**config.mk**
```make
export PLATFORM = sky130hd
export DESIGN_NAME = md_arbiter
export DESIGN_NICKNAME = d
export VERILOG_FILES = /design/src/rtl/md_pkg.sv /design/src/rtl/md_arbiter_rr_arb2.sv /design/src/rtl/md_arbiter.sv
export SDC_FILE = /design/constraint.sdc
export NUM_CORES = 1
export LEC_CHECK = 0
export CAP_MARGIN = 20
export CORE_AREA = 2 2 132 134
export CTS_BUF_LIST = sky130_fd_sc_hd__clkbuf_16
export CTS_CLUSTER_DIAMETER = 150
export DETAILED_ROUTE_END_ITERATION = 16
export DIE_AREA = 0 0 134 136
export PLACE_DENSITY_LB_ADDON = 0.25
export SLEW_MARGIN = 5
export SYNTH_ARGS = -nofsm -noshare
export SYNTH_HDL_FRONTEND = slang
export SYNTH_SLANG_ARGS = --single-unit
```
**constraint.sdc**
```tcl
create_clock -name clk -period 2.1 [get_ports clk]
set_clock_uncertainty 0.05 [all_clocks]
set_input_delay 0.63 -clock clk [delete_from_list [all_inputs] [get_ports clk]]
set_output_delay 0.63 -clock clk [all_outputs]
set_load 0.05 [all_outputs]
```
**src/rtl/md_pkg.sv**
```systemverilog
// Shared definitions for the mult/div request arbiter: op encodings,
// the "no command" op value and the FSM state enum.
package md_pkg;

    localparam logic [2:0] OP_MULT  = 3'b000;
    localparam logic [2:0] OP_MULTU = 3'b001;
    localparam logic [2:0] OP_DIV   = 3'b010;
    localparam logic [2:0] OP_DIVU  = 3'b011;
    localparam logic [2:0] OP_MTHI  = 3'b100;
    localparam logic [2:0] OP_MTLO  = 3'b101;
    localparam logic [2:0] OP_MFHI  = 3'b110;
    localparam logic [2:0] OP_MFLO  = 3'b111;

    // Idle value of md_op; the unit never treats it as a write.
    localparam logic [2:0] MD_OP_NOP = 3'b111;

    typedef enum logic [2:0] {
        IDLE,
        ISSUE,
        WAIT_BSY,
        RUN,
        DONE
    } state_e;

    // mult/multu/div/divu need a start pulse and a busy phase
    function automatic logic is_unit_op(input logic [2:0] op);
        return !op[2];
    endfunction

    // mthi/mtlo write hi/lo with a single non-start command cycle
    function automatic logic is_move_to(input logic [2:0] op);
        return op[2] && !op[1];
    endfunction

endpackage

```
**src/rtl/md_arbiter_rr_arb2.sv**
```systemverilog
// Two-way round-robin grant. ptr names the requester with priority; it
// moves to the other requester only when a grant is actually accepted.
module rr_arb2 (
    input  logic       clk,
    input  logic       reset,
    input  logic       en,
    input  logic [1:0] req,
    input  logic       accept,
    output logic [1:0] grant
);

    logic ptr;

    // grant the priority requester if it asks, otherwise the other one
    always_comb begin
        grant = 2'b00;
        if (en) begin
            if (req[ptr])
                grant[ptr] = 1'b1;
            else if (req[~ptr])
                grant[~ptr] = 1'b1;
        end
    end

    // priority passes to whoever was not just served
    always_ff @(posedge clk or negedge reset) begin
        if (!reset)
            ptr <= 1'b0;
        else if (accept)
            ptr <= grant[0];
    end

endmodule

```
**src/rtl/md_arbiter.sv**
```systemverilog
// Arbitrates two requesters onto a single shared mult/div unit and
// returns the hi/lo result to the owner of each transaction.
// Optional: define MD_ARB_TIMEOUT_EN to build a busy watchdog that
// raises a sticky err after TIMEOUT_CYC cycles waiting on the unit.
module md_arbiter
    import md_pkg::*;
#(
    parameter int TIMEOUT_CYC = 32
) (
    input  logic             clk,
    input  logic             reset,
    input  logic [1:0]       req_valid,
    input  logic [1:0][2:0]  req_op,
    input  logic [1:0][31:0] req_a,
    input  logic [1:0][31:0] req_b,
    output logic [1:0]       req_ready,
    output logic [1:0]       rsp_valid,
    output logic [31:0]      rsp_hi,
    output logic [31:0]      rsp_lo,
    output logic             md_start,
    output logic [2:0]       md_op,
    output logic [31:0]      md_rs,
    output logic [31:0]      md_rt,
    input  logic             md_busy,
    input  logic [31:0]      md_hi,
    input  logic [31:0]      md_lo,
    output logic             err
);

    if (TIMEOUT_CYC < 1) begin : g_bad_timeout
        $error("md_arbiter: TIMEOUT_CYC must be at least 1");
    end

    state_e     state, state_nxt;
    logic       owner;
    logic [2:0] op;
    logic [1:0] grant;
    logic       arb_en;
    logic       accept;
    logic       timeout;
    logic       sel;

    // ready is held low during reset even though state is already IDLE
    assign arb_en    = (state == IDLE) && reset;
    assign req_ready = grant;
    assign accept    = |(req_valid & req_ready);
    assign sel       = grant[1];

    rr_arb2 u_rr (
        .clk    (clk),
        .reset  (reset),
        .en     (arb_en),
        .req    (req_valid),
        .accept (accept),
        .grant  (grant)
    );

`ifdef MD_ARB_TIMEOUT_EN
    localparam int CW = $clog2(TIMEOUT_CYC + 1);

    logic [CW-1:0] wait_cnt;
    logic          waiting;
    logic          err_q;

    assign waiting = (state == WAIT_BSY) || (state == RUN);
    assign timeout = waiting && (wait_cnt == CW'(TIMEOUT_CYC - 1));
    assign err     = err_q;

    // count cycles spent waiting on the unit; latch err on expiry
    always_ff @(posedge clk or negedge reset) begin
        if (!reset) begin
            wait_cnt <= '0;
            err_q    <= 1'b0;
        end else begin
            wait_cnt <= waiting ? wait_cnt + 1'b1 : '0;
            if (timeout)
                err_q <= 1'b1;
        end
    end
`else
    assign timeout = 1'b0;
    assign err     = 1'b0;
`endif

    // capture owner, op and operands of the accepted request
    always_ff @(posedge clk or negedge reset) begin
        if (!reset) begin
            owner <= 1'b0;
            op    <= MD_OP_NOP;
            md_rs <= '0;
            md_rt <= '0;
        end else if (accept) begin
            owner <= sel;
            op    <= req_op[sel];
            md_rs <= req_a[sel];
            md_rt <= req_b[sel];
        end
    end

    // state register
    always_ff @(posedge clk or negedge reset) begin
        if (!reset)
            state <= IDLE;
        else
            state <= state_nxt;
    end

    // next state plus unit command and response outputs
    always_comb begin
        state_nxt = state;
        md_start  = 1'b0;
        md_op     = MD_OP_NOP;
        rsp_valid = 2'b00;
        rsp_hi    = '0;
        rsp_lo    = '0;
        case (state)
            IDLE: begin
                if (accept)
                    state_nxt = ISSUE;
            end
            ISSUE: begin
                if (is_unit_op(op)) begin
                    md_start  = 1'b1;
                    md_op     = op;
                    state_nxt = WAIT_BSY;
                end else begin
                    // mfhi/mflo issue nothing; md_op stays NOP
                    if (is_move_to(op))
                        md_op = op;
                    state_nxt = DONE;
                end
            end
            WAIT_BSY: begin
                if (timeout)
                    state_nxt = IDLE;
                else if (md_busy)
                    state_nxt = RUN;
            end
            RUN: begin
                // a real completion wins over a same-cycle expiry
                if (!md_busy)
                    state_nxt = DONE;
                else if (timeout)
                    state_nxt = IDLE;
            end
            DONE: begin
                rsp_valid[owner] = 1'b1;
                rsp_hi           = md_hi;
                rsp_lo           = md_lo;
                state_nxt        = IDLE;
            end
            default: state_nxt = IDLE;
        endcase
    end

endmodule

```
Word-level counts from Yosys, hierarchy flattened
Index checks and enable logic that the tools add are counted.

cells by class
  order comparisons = 7
  eq/ne operators = 7
  multiplexer cells = 32
  bitwise operators = 2
  reductions and logical operators = 9

operators with widths
  operator                                                  count
  2-to-1 mux 32 bit                                         6
  2-to-1 mux 3 bit                                          8
  one-hot mux 3 bit (4 select lines)                        1
  2-to-1 mux 2 bit                                          5
  2-to-1 mux 1 bit                                          9
  < comparator 1 x 2 -> 1 bit, second input constant        4
  equality test 3 x 2 -> 1 bit, second input constant       2
  != test 2 bit, second input constant                      3
  logical AND 1 bit                                         5
  demux 1 bit (select 1 bit)                                3
  equality test 3 x 1 -> 1 bit, second input constant       1
  equality test 3 bit, second input constant                1
  greater-or-equal comparator 1 bit, second input constant  3
  zero test 3 bit                                           1
  AND reduction 3 bit                                       1
  bitwise AND 2 bit                                         1
  OR reduction 2 bit                                        1
  zero test 1 bit                                           1
  NOT 1 bit                                                 1

storage, ports and cells
  register bits after elaboration = 72
  input bits = 203
  word-level logic and storage cells = 63

Longest topological paths before layout
Gate-level depths: netlist (run 1).

  depth after elaboration = 12
  mapped depth = 7
  mapped depth without buffers = 3

Hierarchy
Synthesis (run 1) repeated with hierarchy kept, for this count alone.

second synthesis, totals
  cell total of the unflattened synthesis = 406
  area total of the unflattened synthesis = 3,873.7 sq um

modules (own cells, without submodules)
  module      times used  cells an instance  area an instance (sq um)  seq. area each (sq um)
  md_arbiter  1           398                3,808.7                   1,780.5
  rr_arb2     1           8                  65.1                      25.0

Worst setup path before layout (run 1)
Ideal clock, no wire load.

  path kind = input -> output
  from = input port reset
  to = output port req_ready[1]
  data arrival time = 2.374 ns
  required time = 1.420 ns
  setup slack = -0.954 ns
  stages = 3
  buffers on the path = 1
  path through = or4b_1 > buf_6 > nor3_1

between the ends
  cells in the longest elaborated chain, start to end = 2

ends and longest elaborated chain
  item               RTL line                  source
  from (decl)        md_arbiter.sv:11          input logic reset,
  logical AND 1 bit  md_arbiter.sv:44          assign arb_en = (state == IDLE) && reset;
  2-to-1 mux 2 bit   md_arbiter_rr_arb2.sv:17  if (en) begin
  to (decl)          md_arbiter.sv:16          output logic [1:0] req_ready,

No other way between the ends.

Worst setup path after layout (run 1)
  from = register state[0]
  to = output port req_ready[1]

between the ends
  cells in the longest elaborated chain, start to end = 3

ends and longest elaborated chain
  item                    RTL line                  source
  from (decl)             md_arbiter.sv:34          state_e state, state_nxt;
  from (signal assigned)  md_arbiter.sv:105         state <= state_nxt;
  zero test 3 bit         md_arbiter.sv:44
  logical AND 1 bit       md_arbiter.sv:44
  2-to-1 mux 2 bit        md_arbiter_rr_arb2.sv:17

No other way between the ends.

==> results.yml, run 1 <==
outcome:
  status: "complete, but fails checks"
  violations: "negative setup slack"
setup_path:
  crit_buf_inv: 1
  critPathTopFamily: "simple AND/OR/NAND/NOR gates"
  path_class: "flip-flop to output port"
  slowest_stage: "or4b_4"
  cp_slowest_stage_delay_ns: 0.58
  cp_max_fo: 4
  worstPathArrival_ns: 1.73
  cp-start-kind: "flip-flop"
  endpoint_kind: "output port"
  worstPathCellList: "or4b_4 -> nor3_4 -> buf_12"
  crit_required_ns: 1.42
global_route:
  grt_pass1_vias: 5702
  grt_remaining_overflow: 0
  grt_use_total_pct: 23.2
  grt_max_degree: 73
  grt_pass1_wl_mm: 33.0
  antenna_found_initial: 0
logic_synthesis:
  synth-xor-area-share_pct: 0
  synth_top_cell_area_share_pct: 36.9
  synth-seq-cells: 72
  synth_top_family_by_area: "compound AO/OA/AOI/OAI gates"
  netlist_area_sq_mm: 0.00468
  synth_compound_area_share_pct: 32.7
  synthAdderAreaFrac_pct: 0
  synth_nets: 711
  synthMuxAreaShare_pct: 0
  synth-seq-area-share_pct: 38.6
  yosys.area.top_type: "dfrtp_1"
  synth_area_leaders: "dfrtp_1, o31ai_2, and2_1"
  yosys.area_share.simple_pct: 19.7
  netlist_instances: 508
  avgSynthCellArea_sq_um: 9.21
  ys_warn_count: 0
  synth_cell_type_count: 32
sta:
  slew_headroom_pct: 37.5
  rsz0062_at_grt: "true"
  worst_slack_ns: -0.307
  worst_pin_slew_ns: 0.937
  drv_slew: 0
  period_share_pct: 115
  tns_ns: -16.47
  setup_violations: 72
  clock.fmax_mhz: 415
  period_minus_slack_ns: 2.41
  finalHoldViolations: 0
final_layout:
  final_cells: 1071
  layout_commonest_cell: "clkdlybuf4s50_1"
  drive_above_1_share_pct: 40.1
  mostFrequentLayoutCells: "clkdlybuf4s50_1, buf_4, buf_12, dfrtp_1"
  area_growth_pct: 110
  num_antenna_cells: 0
  fin_nets: 1044
  postLayoutCellArea_sq_mm: 0.00981
pwr:
  p_int_mw: 6.50
  switching_share_pct: 50.4
  power.total_mw: 13.1
  p_per_area_mw_per_mm2: 1330
  combPwrFrac_pct: 69.7
  power_switching_mw: 6.60
  irDropWorstVdd_v: 0.000746
  p_leak_nw: 3.80
  clkPwrFrac_pct: 10.6
  p_seq_share_pct: 19.8
clocking:
  hold_buffers: 0
  clkTransAtPathRegs_ns: 0.06
  clkLatencyLatePin_ns: 0.33
  numCtsBuffers: 9
  cts.htree.levels: 3
  cts.sinks: 72
  clockBufferDepth: 2
  cts_tree: "yes"
  ctsRootBufferMaster: "clkbuf_16"
placement:
  pre_cts_ws_ns: -0.199
  gp_congestion: 0.780
  io_buffer_count: 338
  postPlaceCellArea_sq_mm: 0.00911
  place_hpwl_mm: 16.1
  dp_cells: 1036
die:
  die-area_sq_mm: 0.0182
  fp.coreArea_sq_mm: 0.0169
  die_x_microns: 134
  start_util_pct: 27.7
  io_pins: 340
  die_y_microns: 136
  core.rowCount: 48
job:
  drv_cap: 0
detailed_routing:
  drt_iter0_drc: 315
  drt_pre_antenna_iters: 5
  wl_per_cell_microns: 20.8
  antenna_left: 0
  via_per_inst: 5.39
  drc: 0
  postRouteWirelength_mm: 22.3
  dr_total_vias: 5773
min_path:
  min_path_type: "flip-flop to flip-flop"
## through the flow
step / util, % / hold WS (ns)
floorplan: - / 0.284
global placement: 54.0 / 0.465
detailed placement: 54.0 / 0.466
CTS: 57.5 / 0.486
global route: 58.1 / 0.515
finish: 58.1 / 0.486
## synth_stat cells
master,n
conb_1,1
nand2_1,5
and2_1,65
a21o_1,2
dfrtp_1,69
a31oi_1,64
nand4_1,64
a21oi_1,66
nor2b_1,3
clkbuf_1,37
a2bb2oi_1,3
inv_1,2
nor2_4,1
nor2_1,3
buf_2,18
dfstp_2,3
o31ai_1,27
o22ai_1,1
o2111a_1,1
nor4b_2,1
o21ai_0,2
nand3b_1,1
buf_1,6
clkinv_1,1
o31ai_2,40
nand2b_1,1
or2_2,1
or4b_1,1
a311oi_1,3
nor3_1,2
buf_6,13
buf_4,1
## logic make-up (layout without fill, tap and decap cells)
kind of cell / after synthesis / after routing
other: 1 / 1
AND/OR/NAND/NOR: 148 / 148
buffers and inverters: 78 / 416
AO/OA/AOI/OAI: 209 / 209
flip-flops: 72 / 72
## path summary, 6_finish.rpt
path | startpoint | slack [ns] | endpoint | depth (start not counted)
max reg2reg | state[0] | 0.08 | md_rs[16] | 7
min reg2reg | op[1] | 0.49 | op[1] | 2
min | op[1] | 0.49 | op[1] | 2
max in group asynchronous | reset | 0.76 | state[0] | 3
max | state[0] | -0.31 | req_ready[1] | 3
min in group asynchronous | reset | 0.60 | md_rt[20] | 3
## power groups by stage
stage	sequential [mW]	clock (mW)	combinational, mW
2_1_floorplan	4.59	0	3.13
3_3_place_gp	2.55	0	8.38
3_5_place_dp	2.58	0	8.51
4_1_cts	2.58	1.42	8.92
5_1_grt	2.66	1.47	9.54
6_report	2.59	1.38	9.12
## worst min-delay path: stages (launching register included)
cell and delay [ns]:
dfstp_2 0.37, a21oi_1 0.11, a31oi_1 0.06
## what timing repair did
action                                 4_1_cts  5_1_grt
pin swaps                                   19        7
gates resized for setup                     64        8
setup endpoints to repair                   72      128
buffers inserted                            10        5
gates cloned                                 4        2
endpoints found under the hold margin        0        0
## final cells by class
type | instances | area, sq um
clock buffers | 9 | 225
repair buffers | 397 | 4730
multi-input cells | 358 | 2710
inverters | 3 | 12.5
well taps | 225 | 282
flip-flops and latches | 72 | 1810
clock inverters | 7 | 37.5
fillers | 1388 | 7060
## per-layer routing
layer	up-vias	GRT usage, %	routed length, microns
li1	2615	-	-
met1	2856	27.0	8550
met2	286	43.2	11800
met3	16	5.82	1760
met4	0	4.31	228
met5	-	0	0
## flip-flops by register name (all words and copies together) (netlist names)
register / cells
md_rs: 32
md_rt: 32
op: 3
state: 3
owner: 1
u_rr.ptr: 1
Note: power is estimated with default switching activity, not from simulation.
==> run 2: changes to the inputs <==
SETUP_SLACK_MARGIN = 0.4   (was default)
==> results.yml, run 2 (synthesized netlist as in run 1, its figures left out) <==
clocking:
  ctsRootBufferMaster: "clkbuf_16"
  cts.htree.levels: 3
  numCtsBuffers: 9
  cts_tree: "yes"
  clkTransAtPathRegs_ns: 0.06
  cts.sinks: 72
  clkLatencyLatePin_ns: 0.34
  clockBufferDepth: 2
  hold_buffers: 0
sta:
  drv_slew: 0
  period_minus_slack_ns: 2.46
  worst_pin_slew_ns: 0.981
  slew_headroom_pct: 34.6
  finalHoldViolations: 0
  period_share_pct: 117
  setup_violations: 138
  tns_ns: -36.48
  rsz0062_at_grt: "true"
  worst_slack_ns: -0.358
  clock.fmax_mhz: 407
pwr:
  combPwrFrac_pct: 73.4
  p_leak_nw: 4.35
  clkPwrFrac_pct: 10.3
  irDropWorstVdd_v: 0.000895
  switching_share_pct: 49.2
  p_per_area_mw_per_mm2: 1360
  p_seq_share_pct: 16.2
  p_int_mw: 8.16
  power_switching_mw: 7.90
  power.total_mw: 16.1
setup_path:
  cp-start-kind: "flip-flop"
  critPathTopFamily: "simple AND/OR/NAND/NOR gates"
  cp_slowest_stage_delay_ns: 0.53
  crit_buf_inv: 2
  slowest_stage: "or4b_4"
  path_class: "flip-flop to output port"
  endpoint_kind: "output port"
  cp_max_fo: 2
  regToRegSetupSlack_ns: -0.30
  worstPathCellList: "buf_6 -> or4b_4 -> nor3_4 -> buf_12"
  crit_required_ns: 1.42
  worstPathArrival_ns: 1.78
detailed_routing:
  postRouteWirelength_mm: 26.6
  wl_per_cell_microns: 23.9
  via_per_inst: 5.57
  drc: 0
  dr_total_vias: 6180
  drt_pre_antenna_iters: 4
  antenna_left: 0
  drt_iter0_drc: 282
final_layout:
  num_antenna_cells: 0
  fill_cells: 1146
  top_regs: "md_rs: 32 flops, md_rt: 32 flops"
  final_cells: 1110
  mostFrequentLayoutCells: "clkdlybuf4s50_1, buf_4, buf_12, dfrtp_1, and2_4"
  drive_above_1_share_pct: 50.4
  area_growth_pct: 153
  layout_commonest_cell: "clkdlybuf4s50_1"
  fin_nets: 1083
  finish.utilization_pct: 70.1
placement:
  io_buffer_count: 338
  dp_cells: 1036
  gp_congestion: 0.823
  place_hpwl_mm: 16.0
die:
  io_pins: 340
  core.rowCount: 48
  fp.coreArea_sq_mm: 0.0169
  die_x_microns: 134
  start_util_pct: 27.7
  die_y_microns: 136
  die-area_sq_mm: 0.0182
outcome:
  violations: "negative setup slack"
  status: "complete, but fails checks"
global_route:
  grt_pass1_vias: 6321
  grt_pass1_wl_mm: 37.3
  antenna_found_initial: 1
  grt_use_total_pct: 26.8
  grt_max_degree: 73
  grt_remaining_overflow: 0
min_path:
  min_path_type: "flip-flop to flip-flop"
job:
  drv_cap: 0
run 2: path summary, 6_finish.rpt:
path | startpoint | endpoint | depth (start not counted)
hold reg to reg | op[0] | op[0] | 2
max in group asynchronous | reset | state[0] | 3
min in group asynchronous | reset | u_rr.ptr | 3
hold / removal | op[0] | op[0] | 2
setup / recovery | state[1] | req_ready[1] | 4
setup reg to reg | state[1] | md_rs[15] | 10
run 2: routing by layer:
metal	routed length, microns	up-vias	global-route usage [%]
met4	807	2	11.5
met1	9720	3053	29.8
met5	11	-	0
met3	2100	63	7.53
met2	13900	335	47.9
li1	-	2727	-
run 2: worst register-to-register path: stages (launching register included):
cell     delay (ns)
dfrtp_1        0.40
buf_6          0.13
or4b_4         0.53
buf_6          0.14
buf_6          0.10
buf_6          0.11
buf_12         0.14
buf_12         0.13
buf_8          0.12
o31ai_2        0.29
a31oi_4        0.12
run 2: stage by stage:
step	setup slack [ns]	area (sq um)	hold slack (ns)
after floorplan	-0.242	5020	0.284
after global placement	-0.210	9190	0.460
after detailed placement	-0.270	9190	0.463
after CTS	-0.386	11000	0.485
after global routing	-0.394	11800	0.501
final	-0.358	11800	0.493
run 2: power groups by stage:
| stage | logic (mW) | registers, mW | clock network (mW) |
|---|---|---|---|
| 2_1_floorplan | 3.34 | 4.60 | 0 |
| 3_3_place_gp | 8.46 | 2.57 | 0 |
| 3_5_place_dp | 8.58 | 2.60 | 0 |
| 4_1_cts | 10.7 | 2.58 | 1.69 |
| 5_1_grt | 12.2 | 2.67 | 1.74 |
| 6_report | 11.8 | 2.61 | 1.66 |
run 2: timing repair:
action,in CTS,in global routing
pin swaps,100,42
resized for setup,144,76
gates cloned,17,5
endpoints found under the setup margin,141,141
buffers inserted,29,7
run 2: final cells by class:
cell class,count,area [sq um],area share [%]
sequential,72,1810,15.3
timing repair buffer,436,5490,46.4
multi-input combinational,358,3920,33.1
clock inverter,7,87.6,0.740
clock buffer,9,225,1.90
inverter,3,16.3,0.137
tap,225,282,2.38
